File: src/rtl/frame_uart_dumper_pkg.sv
// Shared types and constants for the frame UART dumper.
package frame_uart_dumper_pkg;

    // Dumper sequencer states.
    typedef enum logic [2:0] {
        ST_IDLE,
        ST_HDR,
        ST_FETCH,
        ST_SEND,
        ST_NEXT,
        ST_TRAIL,
        ST_DONE
    } state_t;

    // Frame header sync bytes, followed by WIDTH[7:0] and HEIGHT[7:0].
    localparam logic [7:0] SYNC0   = 8'hA5;
    localparam logic [7:0] SYNC1   = 8'h5A;
    localparam int         HDR_LEN = 4;

    // Address width for a range of n entries, never narrower than one bit.
    function automatic int addr_w(input int n);
        return (n > 1) ? $clog2(n) : 1;
    endfunction

endpackage

File: src/rtl/frame_uart_dumper_if.sv
// Buffer read port and UART byte port between the dumper and its neighbours.
//
// Handshake: rd_x/rd_y address the buffer and rd_data follows a fixed number
// of cycles later (no valid/ready). On the UART side uart_wr_o is a one-cycle
// strobe that qualifies uart_dat_o; the master raises it only while
// uart_busy_i is low, so uart_busy_i acts as the inverse of ready and a byte
// is transferred on every cycle uart_wr_o is high.
interface frame_uart_dumper_if #(
    parameter int X_W    = 6,
    parameter int Y_W    = 5,
    parameter int DATA_W = 32
);
    logic [X_W-1:0]    rd_x;
    logic [Y_W-1:0]    rd_y;
    logic [DATA_W-1:0] rd_data;
    logic              uart_wr_o;
    logic [7:0]        uart_dat_o;
    logic              uart_busy_i;

    // The dumper side.
    modport master (
        output rd_x, rd_y, uart_wr_o, uart_dat_o,
        input  rd_data, uart_busy_i
    );

    // The frame buffer / UART side.
    modport slave (
        input  rd_x, rd_y, uart_wr_o, uart_dat_o,
        output rd_data, uart_busy_i
    );
endinterface

File: src/rtl/frame_uart_dumper_debounce.sv
// Button conditioner: two-flop synchroniser, saturating debounce counter and
// a one-shot fire pulse that rearms only after the button is released.
module frame_uart_dumper_debounce #(
    parameter int DEB_BITS = 14
) (
    input  logic clk,
    input  logic rst,
    input  logic btn_i,
    output logic fire_o
);
    localparam logic [DEB_BITS-1:0] CNT_MAX = '1;

    logic [1:0]          sync_q;
    logic [DEB_BITS-1:0] cnt_q;
    logic                fire_q;

    // Bring the raw button into the clock domain.
    always_ff @(posedge clk or posedge rst) begin
        if (rst) sync_q <= '0;
        else     sync_q <= {sync_q[0], btn_i};
    end

    // Count while pressed, hold at saturation, clear on release.
    always_ff @(posedge clk or posedge rst) begin
        if (rst)                 cnt_q <= '0;
        else if (!sync_q[1])     cnt_q <= '0;
        else if (cnt_q != CNT_MAX) cnt_q <= cnt_q + 1'b1;
    end

    // Single pulse when the counter reaches saturation.
    always_ff @(posedge clk or posedge rst) begin
        if (rst) fire_q <= 1'b0;
        else     fire_q <= sync_q[1] && (cnt_q == CNT_MAX - 1'b1);
    end

    assign fire_o = fire_q;
endmodule

File: src/rtl/frame_uart_dumper.sv
// Frame UART dumper: on a debounced trigger, sends a 4-byte header then every
// byte of a WIDTH x HEIGHT frame buffer (MSB byte of each word first) to the
// UART, spacing bytes by a holdoff counter. Supports continuous repeat, abort
// and status outputs.
// Optional: define FRAME_UART_DUMPER_CHECKSUM_EN to append an 8-bit payload
// sum as a trailer byte after the last pixel byte.
module frame_uart_dumper
    import frame_uart_dumper_pkg::*;
#(
    parameter int WIDTH          = 40,
    parameter int HEIGHT         = 30,
    parameter int BYTES_PER_WORD = 4,
    parameter int RD_LAT         = 1,
    parameter int HOLDOFF_BITS   = 13,
    parameter int DEB_BITS       = 14
) (
    input  logic                 sys_clk_i,
    input  logic                 areset,
    input  logic                 trigger_i,
    input  logic                 continuous_i,
    input  logic                 abort_i,
    frame_uart_dumper_if.master  bus,
    output logic                 busy_o,
    output logic                 frame_done_o,
    output state_t               dbg_state
);
    localparam int X_W    = addr_w(WIDTH);
    localparam int Y_W    = addr_w(HEIGHT);
    localparam int LANE_W = addr_w(BYTES_PER_WORD);
    localparam int HDR_W  = addr_w(HDR_LEN);
    localparam int DATA_W = 8 * BYTES_PER_WORD;

    localparam logic [X_W-1:0]    X_LAST    = X_W'(WIDTH - 1);
    localparam logic [Y_W-1:0]    Y_LAST    = Y_W'(HEIGHT - 1);
    localparam logic [LANE_W-1:0] LANE_LAST = LANE_W'(BYTES_PER_WORD - 1);
    localparam logic [HDR_W-1:0]  HDR_LAST  = HDR_W'(HDR_LEN - 1);

    state_t                  state, state_n;
    logic [X_W-1:0]          x_q;
    logic [Y_W-1:0]          y_q;
    logic [LANE_W-1:0]       lane_q;
    logic [HDR_W-1:0]        hdr_idx_q;
    logic [1:0]              wait_q;
    logic [DATA_W-1:0]       shift_q;
    logic [HOLDOFF_BITS-1:0] holdoff_q;
    logic                    wr_q, done_q;
    logic [7:0]              dat_q;

    logic       fire, ready;
    logic       emit, start_frame, hdr_step, load_word, byte_step;
    logic       col_step, row_step, done_evt;
    logic [7:0] emit_dat, hdr_byte;

`ifdef FRAME_UART_DUMPER_CHECKSUM_EN
    logic [7:0] sum_q;
`endif

    frame_uart_dumper_debounce #(.DEB_BITS(DEB_BITS)) u_debounce (
        .clk    (sys_clk_i),
        .rst    (areset),
        .btn_i  (trigger_i),
        .fire_o (fire)
    );

    // Inter-byte spacing: restart whenever the UART is busy or being written.
    always_ff @(posedge sys_clk_i or posedge areset) begin
        if (areset)                          holdoff_q <= '0;
        else if (bus.uart_busy_i || wr_q)    holdoff_q <= '0;
        else if (!(&holdoff_q))              holdoff_q <= holdoff_q + 1'b1;
    end

    assign ready = (&holdoff_q) && !bus.uart_busy_i && !wr_q;

    // Header byte selected by its index.
    always_comb begin
        case (hdr_idx_q)
            HDR_W'(0): hdr_byte = SYNC0;
            HDR_W'(1): hdr_byte = SYNC1;
            HDR_W'(2): hdr_byte = 8'(WIDTH);
            default:   hdr_byte = 8'(HEIGHT);
        endcase
    end

    // Next-state and datapath strobes; abort overrides every state but IDLE.
    always_comb begin
        state_n     = state;
        emit        = 1'b0;
        emit_dat    = 8'h00;
        start_frame = 1'b0;
        hdr_step    = 1'b0;
        load_word   = 1'b0;
        byte_step   = 1'b0;
        col_step    = 1'b0;
        row_step    = 1'b0;
        done_evt    = 1'b0;
        if (abort_i && state != ST_IDLE) begin
            state_n = ST_IDLE;
        end else begin
            case (state)
                ST_IDLE: if (fire) begin
                    start_frame = 1'b1;
                    state_n     = ST_HDR;
                end
                ST_HDR: if (ready) begin
                    emit     = 1'b1;
                    emit_dat = hdr_byte;
                    hdr_step = 1'b1;
                    if (hdr_idx_q == HDR_LAST) state_n = ST_FETCH;
                end
                ST_FETCH: if (wait_q == 2'(RD_LAT)) begin
                    load_word = 1'b1;
                    state_n   = ST_SEND;
                end
                ST_SEND: if (ready) begin
                    emit      = 1'b1;
                    emit_dat  = shift_q[DATA_W-1 -: 8];
                    byte_step = 1'b1;
                    if (lane_q == LANE_LAST) state_n = ST_NEXT;
                end
                ST_NEXT: begin
                    col_step = 1'b1;
                    if (x_q == X_LAST && y_q == Y_LAST) begin
                        state_n = ST_TRAIL;
                    end else begin
                        row_step = (x_q == X_LAST);
                        state_n  = ST_FETCH;
                    end
                end
`ifdef FRAME_UART_DUMPER_CHECKSUM_EN
                ST_TRAIL: if (ready) begin
                    emit     = 1'b1;
                    emit_dat = sum_q;
                    state_n  = ST_DONE;
                end
`else
                ST_TRAIL: state_n = ST_DONE;
`endif
                ST_DONE: begin
                    done_evt = 1'b1;
                    if (continuous_i) begin
                        start_frame = 1'b1;
                        state_n     = ST_HDR;
                    end else begin
                        state_n = ST_IDLE;
                    end
                end
                default: state_n = ST_IDLE;
            endcase
        end
    end

    // State register, frame indices, word shifter and registered UART outputs.
    always_ff @(posedge sys_clk_i or posedge areset) begin
        if (areset) begin
            state     <= ST_IDLE;
            x_q       <= '0;
            y_q       <= '0;
            lane_q    <= '0;
            hdr_idx_q <= '0;
            wait_q    <= '0;
            shift_q   <= '0;
            wr_q      <= 1'b0;
            dat_q     <= 8'h00;
            done_q    <= 1'b0;
        end else begin
            state  <= state_n;
            wr_q   <= emit;
            done_q <= done_evt;
            if (emit) dat_q <= emit_dat;
            if (start_frame) begin
                x_q       <= '0;
                y_q       <= '0;
                lane_q    <= '0;
                hdr_idx_q <= '0;
            end
            if (hdr_step) hdr_idx_q <= hdr_idx_q + 1'b1;
            if (state_n == ST_FETCH && state != ST_FETCH) wait_q <= '0;
            else if (state == ST_FETCH)                   wait_q <= wait_q + 1'b1;
            if (load_word) shift_q <= bus.rd_data;
            if (byte_step) begin
                shift_q <= shift_q << 8;
                lane_q  <= (lane_q == LANE_LAST) ? '0 : lane_q + 1'b1;
            end
            if (col_step) x_q <= (x_q == X_LAST) ? '0 : x_q + 1'b1;
            if (row_step) y_q <= y_q + 1'b1;
        end
    end

`ifdef FRAME_UART_DUMPER_CHECKSUM_EN
    // Running mod-256 sum of payload bytes, restarted with each frame.
    always_ff @(posedge sys_clk_i or posedge areset) begin
        if (areset)           sum_q <= 8'h00;
        else if (start_frame) sum_q <= 8'h00;
        else if (byte_step)   sum_q <= sum_q + shift_q[DATA_W-1 -: 8];
    end
`endif

    assign bus.rd_x       = x_q;
    assign bus.rd_y       = y_q;
    assign bus.uart_wr_o  = wr_q;
    assign bus.uart_dat_o = dat_q;
    assign busy_o         = (state != ST_IDLE);
    assign frame_done_o   = done_q;
    assign dbg_state      = state;
endmodule
File: src/flat_wrapper.sv
// flat-port wrapper written by rule: the top's interface ports become plain ports
module frame_uart_dumper_flat import frame_uart_dumper_pkg::*;
#(
    parameter int WIDTH          = 40,
    parameter int HEIGHT         = 30,
    parameter int BYTES_PER_WORD = 4,
    parameter int RD_LAT         = 1,
    parameter int HOLDOFF_BITS   = 13,
    parameter int DEB_BITS       = 14
)
  (sys_clk_i, areset, trigger_i, continuous_i, abort_i, busy_o, frame_done_o, dbg_state, bus_rd_x, bus_rd_y, bus_uart_wr_o, bus_uart_dat_o, bus_rd_data, bus_uart_busy_i);
  frame_uart_dumper_if bus_i ();
  input  logic sys_clk_i;
  input  logic areset;
  input  logic trigger_i;
  input  logic continuous_i;
  input  logic abort_i;
  output logic busy_o;
  output logic frame_done_o;
  output state_t dbg_state;
  output wire logic [$bits(bus_i.rd_x)-1:0] bus_rd_x;
  output wire logic [$bits(bus_i.rd_y)-1:0] bus_rd_y;
  output wire logic [$bits(bus_i.uart_wr_o)-1:0] bus_uart_wr_o;
  output wire logic [$bits(bus_i.uart_dat_o)-1:0] bus_uart_dat_o;
  input wire logic [$bits(bus_i.rd_data)-1:0] bus_rd_data;
  input wire logic [$bits(bus_i.uart_busy_i)-1:0] bus_uart_busy_i;
  assign bus_rd_x = bus_i.rd_x;
  assign bus_rd_y = bus_i.rd_y;
  assign bus_uart_wr_o = bus_i.uart_wr_o;
  assign bus_uart_dat_o = bus_i.uart_dat_o;
  assign bus_i.rd_data = bus_rd_data;
  assign bus_i.uart_busy_i = bus_uart_busy_i;
  frame_uart_dumper #(.WIDTH(WIDTH), .HEIGHT(HEIGHT), .BYTES_PER_WORD(BYTES_PER_WORD), .RD_LAT(RD_LAT), .HOLDOFF_BITS(HOLDOFF_BITS), .DEB_BITS(DEB_BITS)) u_core (.sys_clk_i(sys_clk_i), .areset(areset), .trigger_i(trigger_i), .continuous_i(continuous_i), .abort_i(abort_i), .bus(bus_i), .busy_o(busy_o), .frame_done_o(frame_done_o), .dbg_state(dbg_state));
endmodule
File: config.mk
export PLATFORM = sky130hd
export DESIGN_NAME = frame_uart_dumper_flat
export DESIGN_NICKNAME = d
export VERILOG_FILES = /design/src/rtl/frame_uart_dumper_pkg.sv /design/src/rtl/frame_uart_dumper_if.sv /design/src/rtl/frame_uart_dumper_debounce.sv /design/src/rtl/frame_uart_dumper.sv /design/src/flat_wrapper.sv
export SDC_FILE = /design/constraint.sdc
export NUM_CORES = 1
export LEC_CHECK = 0
export ABC_AREA = 1
export BUFFER_PORTS_ARGS = -buffer_cell sky130_fd_sc_hd__buf_2
export CORE_MARGIN = 3
export CORE_UTILIZATION = 30
export CTS_BUF_LIST = sky130_fd_sc_hd__clkbuf_4 sky130_fd_sc_hd__clkbuf_8
export DETAILED_ROUTE_END_ITERATION = 10
export GPL_ROUTABILITY_DRIVEN = 1
export MAX_ROUTING_LAYER = met4
export PLACE_DENSITY_LB_ADDON = 0.15
export SLEW_MARGIN = 5
export SYNTH_ARGS = -nofsm -noshare
export SYNTH_HDL_FRONTEND = slang
export SYNTH_HIERARCHICAL = 1
export SYNTH_SLANG_ARGS = --single-unit
File: constraint.sdc
create_clock -name sys_clk_i -period 7.3 [get_ports sys_clk_i]
set_input_delay 2.19 -clock sys_clk_i [delete_from_list [all_inputs] [get_ports sys_clk_i]]
set_output_delay 2.19 -clock sys_clk_i [all_outputs]
set_load 0.01 [all_outputs]
* Yosys cells after proc, flatten, opt, wreduce, memory -nomap -nowiden
Index checks and enable logic that the tools add are counted.
** Operators by class
- Multiplexer cells :: 53
- Add/sub/neg operators :: 7
- Equal/unequal tests :: 19
- Reduce and logical (&&, ||, !) cells :: 20
** Operators by type and width (number)
- $mux 32 :: 2
- $mux 14 :: 2
- $mux 13 :: 2
- $mux 3 :: 8
- $mux 8 :: 3
- $pmux 8 s3 :: 1
- $mux 1 :: 21
- $pmux 3 s7 :: 1
- $mux 6 :: 3
- $pmux 8 s2 :: 1
- $add 14x1->14 const B :: 1
- $eq 14x14->1 const B :: 1
- $ne 14x14->1 const B :: 1
- $add 13x1->13 const B :: 1
- $reduce_and 13->1 :: 1
- $mux 2 :: 6
- $reduce_bool 2->1 :: 6
- $mux 5 :: 2
- $eq 3x2->1 const B :: 3
- $eq 3x3->1 const B :: 3
- $add 2x1->2 const B :: 3
- $add 6x1->6 const B :: 1
- $eq 2x2->1 const B :: 3
- $eq 6x6->1 const B :: 1
- other kinds (14) :: 22
** Storage, ports and cells
- Output and inout port bits :: 25
- Register bits after elaboration :: 92
- Input port bits :: 38
- Word-level logic and storage cells :: 113

* Depth between registers and ports, before layout
- Depth after elaboration :: 9
- Depth in mapped cells :: 13
- Depth with buffers taken out :: 13

* Modules after synthesis
Netlist, hierarchy kept.
** By module, submodules not included
- frame_uart_dumper :: seq. area each 1876.8 um2, cells an instance 443, area an instance 3761.1 um2, times used 1
- frame_uart_dumper_debounce :: seq. area each 425.4 um2, cells an instance 127, area an instance 996.0 um2, times used 1

* Worst setup path before layout
Ideal clock, no wire load.
- Path type :: in2reg
- Start point :: input port bus_uart_busy_i
- End point :: register u_core.shift_q[0]
- Data required time :: 7.183 ns
- Cell stages on the path :: 10
- Data arrival time :: 3.430 ns
- Path slack :: 3.753 ns
- Buffers on the path :: 1
- Setup time :: 0.117 ns
- Cells stage by stage :: or2_2 nor2_2 nand2_4 nor2_8 nand2_4 nand2_4 inv_2 buf_6 a22oi_2 inv_2
** On the way
- Longest elaborated chain between the ends :: 7
- Elaborated cells on any way between the ends :: 8
- Classes of those cells :: 4 x mux; 4 x reduce/logical
** Ends and longest elaborated chain
- start, declared :: RTL line flat_wrapper.sv:26 : input wire logic [$bits(bus_i.uart_busy_i)-1:0] bus_uart_busy_i;
- $logic_not 1->1 (*) :: RTL line frame_uart_dumper.sv:72 : assign ready = (&holdoff_q) && !bus.uart_busy_i && !wr_q;
- $logic_and 1x1->1 (*) (2 in a row) :: RTL line frame_uart_dumper.sv:72
- $mux 1 (*) :: RTL line frame_uart_dumper.sv:114 : ST_SEND: if (ready) begin
- $mux 1 (*) :: RTL line frame_uart_dumper.sv:99 : case (state)
- $mux 1 (*) :: RTL line frame_uart_dumper.sv:96 : if (abort_i && state != ST_IDLE) begin
- $mux 32 or $reduce_bool 2->1 (tied branches)
- end signal, assigned :: RTL line frame_uart_dumper.sv:179 : if (load_word) shift_q <= bus.rd_data;
- end signal, assigned :: RTL line frame_uart_dumper.sv:181 : shift_q <= shift_q << 8;
- end, declared :: RTL line frame_uart_dumper.sv:44 : logic [DATA_W-1:0] shift_q;
Mark *: on every way between the ends. The rest lies on a longest branch, timed or not.
A chain may end at the register's enable or synchronous reset.

* Worst setup path in the final report
- Start point :: register u_core.state[0] (netlist: u_core/dbg_state[0])
- End point :: output port busy_o
** On the way
- Longest elaborated chain between the ends :: 1
** Ends and longest elaborated chain
- start, declared :: RTL line frame_uart_dumper.sv:38 : state_t state, state_n;
- start signal, assigned :: RTL line frame_uart_dumper.sv:166 : state <= state_n;
- $reduce_bool 3->1 :: RTL line frame_uart_dumper.sv:202 : assign busy_o = (state != ST_IDLE);
- end, declared :: RTL line flat_wrapper.sv:18 : output logic busy_o;
Every way passes these cells.

==> qor.yml <==
status: "completed"
initial_core_util_pct: 30.9
async_reset_ff_share_pct: 100
hold_class: "flop to flop"
cts_root_buf: "clkbuf_8"
num_vias: 3876
cp.arrival_ps: 1470
vias_per_cell: 4.57
worstSetupEndpointType: "output port"
grt_max_degree: 76
drv_cap: 0
reg2reg_depth: 9
worstPathMaxFanout: 9
clock_sinks: 92
synth_most_common_cell: "nand2_1"
wire_per_inst_um: 13.0
syn-cell-area_um2: 4760
slew_viol_final: 0
seqCellArea_um2: 2300
core_um2: 15400
synth_top_area_cell: "dfrtp_1"
post-route-drc-count: 0
start_kind: "flop"
grt_pass1_wl_um: 19000
finClkSkew_ps: 17.1
fillCellCount: 1667
post_cts_resized: 0
p_switching_w: 0.000374
placement.io_buffers: 62
placementRows: 45
die_w_um: 132
p_sw_share_pct: 31.3
synth-edff-count: 0
die_area_um2: 17400
powerDensity_nw_per_um2: 219
first_pass_iters: 4
p_int_w: 0.000822
cts_tree: "done"
synth_ff_type: "dfrtp_1"
power_frac_comb_pct: 16.2
hpwl_um: 7890
worstPathRequired_ps: 5110
netlist_instances: 570
ys_warn_count: 6
cts_made_buffers: 9
timing.final.crit_period_ps: 3660
finalSetupViolCount: 0
antenna_found_initial: 0
clockPowerShare_pct: 28.7
relSlewSlack_pct: 33.5
postCtsHoldBufs: 0
ant_nets: 0
syn_area_per_cell_um2: 8.35
io_pins: 63
post-cts-setup-buffers: 0
r2r_end: "u_core/shift_q[7]"
drive_above_1_share_pct: 20.4
final.setup.tns_ps: 0
hold_viol_final: 0
synth_area_leaders: "dfrtp_1 48%, nand2_1 12%, nand3_1 7.5%, inv_1 5.0%, ha_1 3.7%"
yosysTopAreaCellShare_pct: 48.4
diodes: 0
worstHoldPathCells: 0
yosysSeqAreaShare_pct: 48.4
fmax_mhz: 273
h-tree-depth: 3
timing.final.crit_share_pct: 50.1
grt_pass1_vias: 3898
r2r_slack_ps: 5040
synth_nets: 622
nNetsFinal: 685
clock_path_buffers: 2
ir_drop_mv: 0.0845
area_delta_synth_final_pct: 14.8
ys_types: 42
r2r-start: "u_core/dbg_state[0]"
path_class: "flop to output port"
overflow: 0
seqPwrFrac_pct: 55.2
min_from: "u_core/u_debounce/sync_q[0]"
tightest_slew_ps: 997
whs_endpoint: "u_core/u_debounce/sync_q[1]"
clk_latency_ps: 380
total_leakage_power_nw: 2.86
total_power_w: 0.00120
gp_congestion: 0.839
grtUsageTotal_pct: 13.6
synth_commonest_cells: "146 x nand2_1, 92 x dfrtp_1, 71 x nand3_1"
routed_wl_um: 11000
ys_ff_latch: 92
clkTransAtPathRegs_ps: 100
rsz0062_at_grt: "false"
die_h_um: 132
drtIter0Drc: 245
multi_input_area_um2: 2090
## worst max-delay path by stage
stage / startpoint / endpoint / slack (ps) / depth (start not counted)
2_1_floorplan: areset / u_core/bus.rd_x[0] / 3200 / 1
6_report: u_core/dbg_state[0] / busy_o / 3640 / 3
3_3_place_gp: bus_uart_busy_i / u_core/shift_q[6] / 3390 / 10
3_5_place_dp: bus_uart_busy_i / u_core/shift_q[7] / 3330 / 10
4_1_cts: u_core/dbg_state[0] / busy_o / 3560 / 3
5_1_grt: u_core/dbg_state[0] / busy_o / 3460 / 3
## power groups by stage
stage          Clock [W]  Combinational, W  Sequential, W
2_1_floorplan          0          0.000152       0.000651
3_3_place_gp           0          0.000190       0.000671
3_5_place_dp           0          0.000197       0.000670
4_1_cts         0.000363          0.000198       0.000661
5_1_grt         0.000385          0.000227       0.000673
6_report        0.000343          0.000193       0.000660
## cell usage in the layout, fill, tap and decap left out, types with 3 or more instances in the layout
master and instances:
nand2_2 7, a21oi_1 15, ha_1 14, o21ai_1 7
inv_6 4, inv_1 62, a22oi_2 6, nor2_2 3
nand2_1 146, inv_2 12, or2_2 9, o22ai_1 3
nand3_1 71, o21ai_0 18, xor2_1 3, nand2_4 4
clkbuf_8 10, nor2_4 5, nand4_1 8, buf_2 62
nor2_1 33, dfrtp_1 92, nor3_1 11, xnor2_1 3
a2bb2oi_1 9
## final cells by class
cell class	instances	area share [%]
timing repair buffer	64	5.96
multi-input combinational	390	38.3
inverter	76	5.25
clock buffer	10	2.52
clock inverter	6	0.962
sequential	92	42.1
tap	211	4.83
## routing by layer
metal	vias up	global-route usage, %	part of all wire (%)
met1	1824	17.5	49
met3	14	3.82	3.4
met5	-	-	0
met2	63	21.2	46
li1	1975	-	-
met4	0	3.79	1.4
## sequential cells by signal (all words and copies together) (netlist names)
register and count:
u_core/bus.rd_x 6, u_core/bus.rd_y 5, u_core/bus.uart_dat_o 8, u_core/bus.uart_wr_o 1, u_core/dbg_state 3, u_core/frame_done_o 1, u_core/hdr_idx_q 2, u_core/holdoff_q 13
u_core/lane_q 2, u_core/shift_q 32, u_core/u_debounce/cnt_q 14, u_core/u_debounce/fire_o 1, u_core/u_debounce/sync_q 2, u_core/wait_q 2
## metrics by stage
step,cell area [µm²],worst slack (ps),utilization (%),cells,hold slack (ps)
5_1_grt,5460,3460,35.5,849,377
2_1_floorplan,4760,3200,-,570,331
4_1_cts,5460,3560,35.5,849,371
3_3_place_gp,5270,3390,34.3,833,338
6_report,5460,3640,35.5,849,368
3_5_place_dp,5270,3330,34.3,833,348
## cell families after synthesis
family,after synthesis,synth area share (%)
AO/OA/AOI/OAI,67,9.28
XOR/XNOR,6,1.10
adder cells (fa/ha/maj),14,3.68
buffers and inverters,88,7.57
flip-flops,92,48.4
multiplexers,1,0.210
AND/OR/NAND/NOR,302,29.7
## worst max-delay path, cell delays in order (launching register included)
cell and delay, ps:
dfrtp_1 490, nor3_1 360, inv_1 110, buf_2 150
Note: power is estimated with default switching activity, not from simulation.
